File: src/rtl/pipe_stage_reg.sv
// pipe_stage_reg
//   Handshaked pipeline stage register. It holds G field groups and uses a
//   two-entry buffer: an output entry and a skid entry. Because of the skid
//   entry, in_ready depends only on registered state, with flush as the one
//   combinational term. Each beat carries a per-group update mask
//   (in_grp_en). When a beat is loaded into the output entry, only its
//   enabled groups overwrite out_data. The other groups keep the values
//   left by earlier beats.
//
// Ports
//   clk        stage clock, rising edge
//   s_reset_n  synchronous active-low reset
//   in_valid   upstream beat valid
//   in_ready   stage can accept a beat
//   in_data    payload, group g at [g*GW +: GW]
//   in_grp_en  per-beat group update mask
//   out_valid  output entry holds a live beat
//   out_ready  downstream accepts the beat
//   out_data   registered payload
//   flush      drop every live beat in the stage
//   clr_stall  clear the stall counter
//   stall_cnt  saturating count of cycles with out_valid && !out_ready
module pipe_stage_reg #(
  parameter int G  = 4,
  parameter int GW = 32,
  parameter int CW = 16
) (
  input  logic            clk,
  input  logic            s_reset_n,
  input  logic            in_valid,
  output logic            in_ready,
  input  logic [G*GW-1:0] in_data,
  input  logic [G-1:0]    in_grp_en,
  output logic            out_valid,
  input  logic            out_ready,
  output logic [G*GW-1:0] out_data,
  input  logic            flush,
  input  logic            clr_stall,
  output logic [CW-1:0]   stall_cnt
);

  logic            skid_valid;
  logic [G*GW-1:0] skid_data;
  logic [G-1:0]    skid_en;

  // Candidate next out_data for either source. Disabled groups keep the
  // value already in the output entry.
  logic [G*GW-1:0] merge_skid;
  logic [G*GW-1:0] merge_in;

  logic in_xfer;

  assign in_ready = !skid_valid && !flush;
  assign in_xfer  = in_valid && in_ready;

  always_comb begin
    merge_skid = out_data;
    merge_in   = out_data;
    for (int g = 0; g < G; g++) begin
      if (skid_en[g])   merge_skid[g*GW +: GW] = skid_data[g*GW +: GW];
      if (in_grp_en[g]) merge_in[g*GW +: GW]   = in_data[g*GW +: GW];
    end
  end

  always_ff @(posedge clk) begin
    if (!s_reset_n) begin
      out_valid  <= 1'b0;
      out_data   <= '0;
      skid_valid <= 1'b0;
      skid_data  <= '0;
      skid_en    <= '0;
      stall_cnt  <= '0;
    end else begin
      // The stall counter uses pre-update state. It keeps counting in a
      // flush cycle, so a flush does not hide backpressure.
      if (clr_stall)
        stall_cnt <= '0;
      else if (out_valid && !out_ready && (stall_cnt != {CW{1'b1}}))
        stall_cnt <= stall_cnt + CW'(1);

      if (flush) begin
        // Only the valid bits are cleared. The data registers keep their
        // contents.
        out_valid  <= 1'b0;
        skid_valid <= 1'b0;
      end else if (skid_valid) begin
        if (out_ready) begin
          out_data   <= merge_skid;
          out_valid  <= 1'b1;
          skid_valid <= 1'b0;
        end
      end else if (in_xfer) begin
        if (!out_valid || out_ready) begin
          out_data  <= merge_in;
          out_valid <= 1'b1;
        end else begin
          // Output is stalled, so this one extra beat waits in skid.
          skid_data  <= in_data;
          skid_en    <= in_grp_en;
          skid_valid <= 1'b1;
        end
      end else if (out_valid && out_ready) begin
        out_valid <= 1'b0;
      end
    end
  end

endmodule

File: config.mk
export PLATFORM = sky130hd
export DESIGN_NAME = pipe_stage_reg
export DESIGN_NICKNAME = d
export VERILOG_FILES = /design/src/rtl/pipe_stage_reg.sv
export SDC_FILE = /design/constraint.sdc
export NUM_CORES = 1
export LEC_CHECK = 0
export BUFFER_PORTS_ARGS = -buffer_cell sky130_fd_sc_hd__buf_2
export CORE_MARGIN = 4
export CORE_UTILIZATION = 58
export CTS_CLUSTER_SIZE = 40
export DETAILED_ROUTE_END_ITERATION = 10
export PLACE_DENSITY_LB_ADDON = 0.3
export SLEW_MARGIN = 20
export SYNTH_ARGS = -nofsm -noshare
export SYNTH_HDL_FRONTEND = slang
export SYNTH_SLANG_ARGS = --single-unit
File: constraint.sdc
create_clock -name clk -period 3.9 [get_ports clk]
set_clock_uncertainty 0.05 [all_clocks]
set_input_delay 0.78 -clock clk [delete_from_list [all_inputs] [get_ports clk]]
set_output_delay 0.78 -clock clk [all_outputs]
set_load 0.05 [all_outputs]
==> impl_metrics.env <==
export IMPL_drive_gt1_share_pct=25.08
export IMPL_routedWlPerCell_microns=15.79
export IMPL_grt_use_total_pct=23.43
export IMPL_max_stage_delay_ns=0.66
export IMPL_slowest_stage="buf_4"
export IMPL_synthCells=1301
export IMPL_async_flop_share_pct=0
export IMPL_drtAntennaViolNets=0
export IMPL_startpoint_type="flip-flop"
export IMPL_cts_buffers=29
export IMPL_cts_resized=0
export IMPL_ys_flop_type="dfxtp_1"
export IMPL_crit_arrival_ns=2.83
export IMPL_port_buffers=283
export IMPL_rsz0062_at_grt="no"
export IMPL_cp_top_family="buffers and inverters"
export IMPL_cts_max_path_buffers=3
export IMPL_postCtsSetupBuffers=0
export IMPL_worst_path_stages=5
export IMPL_post_route_period_util_pct=63.00
export IMPL_drv_slew=0
export IMPL_crit_fanout=39
export IMPL_cts_tree="built"
export IMPL_hold_viol=0
export IMPL_setup_worst_path_end_class="flip-flop"
export IMPL_dp_hpwl_mm=17.79
export IMPL_fin_crit_ns=2.457
export IMPL_grt_pass1_vias=9188
export IMPL_ios=284
export IMPL_rr_startpoint="skid_valid"
export IMPL_synthesis_area_sq_mm=0.01196
export IMPL_crit_top_cell="buf_4"
export IMPL_maxCapViolCount=0
export IMPL_mostFrequentLayoutCells="nand2_1 (401), buf_2 (282), dfxtp_1 (277)"
export IMPL_fin_setup_tns_ns=0
export IMPL_regArea_sq_mm=0.005569
export IMPL_die_area_sq_mm=0.02298
export IMPL_leakagePower_nw=6.532
export IMPL_multi_input_area_sq_mm=0.005842
export IMPL_cts_num_sinks=278
export IMPL_layout_nets=1655
export IMPL_path_cells="buf_4 -> buf_4 -> mux2i_1 -> nand2_1 -> o211a_1"
export IMPL_setup_viol=0
export IMPL_final_common_cell="nand2_1"
export IMPL_synth_seq_cells=278
export IMPL_slew_headroom_pct=27.73
export IMPL_grt_ovfl_total=0
export IMPL_fin_ws_ns=1.443
export IMPL_dp_cells=1755
export IMPL_hold_buffers=0
export IMPL_fillers=1596
export IMPL_drcViolationCount=0
export IMPL_antenna_found_initial=8
export IMPL_hold_path_class="reg -> reg"
export IMPL_final_cells=1813
export IMPL_die_y_microns=151.6
export IMPL_htree_levels=1
export IMPL_clk_insertion_delay_late_ns=0.53
export IMPL_synth_edff_count=0
export IMPL_startpoint="skid_valid"
export IMPL_core_area_sq_mm=0.02023
export IMPL_ir_worst_vdd_mv=0.3742
export IMPL_start_util_pct=59.11
export IMPL_yosysSeqAreaShare_pct=46.53
export IMPL_status="finished clean"
export IMPL_max_freq_mhz=407.0
export IMPL_routed_wl_mm=28.63
export IMPL_path_buf_inv=2
export IMPL_worst_endpoint_required_ns=4.27
export IMPL_grt_pass1_wl_mm=44.86
export IMPL_rows=52
export IMPL_worst_slew_pin_slew_ns=1.084
export IMPL_rrSetupSlack_ns=1.44
export IMPL_grt_max_degree=294
export IMPL_die_x_microns=151.6
export IMPL_firstDrtPassIters=7
export IMPL_root_buffer="clkbuf_16"
export IMPL_avgSynthCellArea_sq_um=9.194
export IMPL_rr_worst_depth=5
export IMPL_r2r_end="out_data[84]"
export IMPL_ys_warn_count=0
export IMPL_p_per_area_mw_per_mm2=438.8
export IMPL_vias=10000
export IMPL_detail_route_vias_per_cell=5.518
export IMPL_synth_cell_types=46
export IMPL_dp_slack_ns=1.152
export IMPL_clkTransAtPathRegs_ns=0.06
export IMPL_critical_path_class="reg -> reg"
export IMPL_gp_congestion=0.7720
export IMPL_cp_endpoint="out_data[84]"
export IMPL_drtIter0Drc=531
export IMPL_syn_nets=1440
export IMPL_synthToLayoutAreaGrowth_pct=19.11
[layer usage]
metal | GRT usage, % | vias up | part of all wire, %
met4 | 7.098 | 8 | 2.3
met1 | 30.45 | 4720 | 42
met5 | 0 | - | 0.16
li1 | - | 4954 | -
met3 | 5.146 | 49 | 7.0
met2 | 39.19 | 273 | 49
[final cells by class]
type | count | area share, %
clock inverters | 9 | 0.5357
repair buffers | 295 | 10.88
inverters | 3 | 0.07904
clock buffers | 41 | 5.901
well taps | 270 | 2.371
diodes | 8 | 0.1405
flip-flops and latches | 278 | 39.09
multi-input cells | 909 | 41.00
[cell usage after synthesis, types with 4 or more instances]
cell type | number | share of area (%)
a21boi_0 | 54 | 3.4
a21boi_1 | 78 | 4.9
a21oi_1 | 7 | 0.29
a31oi_1 | 4 | 0.21
buf_2 | 51 | 2.1
buf_6 | 8 | 0.75
clkbuf_1 | 46 | 1.4
dfxtp_1 | 278 | 47
mux2_2 | 32 | 3.0
mux2i_1 | 100 | 8.4
nand2_1 | 401 | 13
nand2b_1 | 5 | 0.26
nand3_1 | 5 | 0.21
nand4_1 | 6 | 0.31
nor2_1 | 4 | 0.13
nor3_4 | 4 | 0.54
o211a_1 | 96 | 8.0
o211ai_1 | 34 | 2.1
o21ai_0 | 36 | 1.5
o31ai_1 | 4 | 0.25
or4_1 | 7 | 0.44
[registers in the layout (all words and copies together) (netlist names)]
name and cells:
out_data 128, skid_data 128, skid_valid 1, out_valid 1
stall_cnt 16, skid_en 4
[worst min-delay path, stage by stage, from the launching register on]
cell and delay, ns:
dfxtp_1 0.31, nand2_1 0.05, a21boi_1 0.05
[stage by stage]
stage	util, %	total power [W]	area (sq um)	hold WS (ns)
3_5_place_dp	65.78	0.003671	13310	0.3961
3_3_place_gp	65.78	0.003663	13310	0.3896
5_1_grt	70.36	0.006476	14240	0.4206
2_1_floorplan	-	0.003469	11960	0.3847
6_report	70.41	0.006252	14250	0.4014
4_1_cts	70.31	0.006305	14230	0.4037
[report_power, final]
part           switching [W]  internal, W
Clock                0.00109      0.00155
Combinational       0.000440     0.000211
Sequential         0.0000443      0.00291
[worst min-delay path by stage]
stage	startpoint	to	slack, ns	depth (start not counted)
5_1_grt	skid_data[65]	skid_data[65]	0.42	2
3_5_place_dp	skid_data[59]	skid_data[59]	0.40	2
4_1_cts	skid_data[59]	skid_data[59]	0.40	2
6_report	skid_data[104]	skid_data[104]	0.40	2
3_3_place_gp	skid_data[96]	skid_data[96]	0.39	2
2_1_floorplan	skid_data[100]	skid_data[100]	0.38	2
[kinds of logic after synthesis]
group,after synthesis,synth area share [%]
flops,278,46.53
simple gates,453,15.81
compound gates,323,21.44
buf+inv,114,4.738
mux,132,11.38
fa+ha+maj,1,0.1046
(Power assumes the default switching activity.)
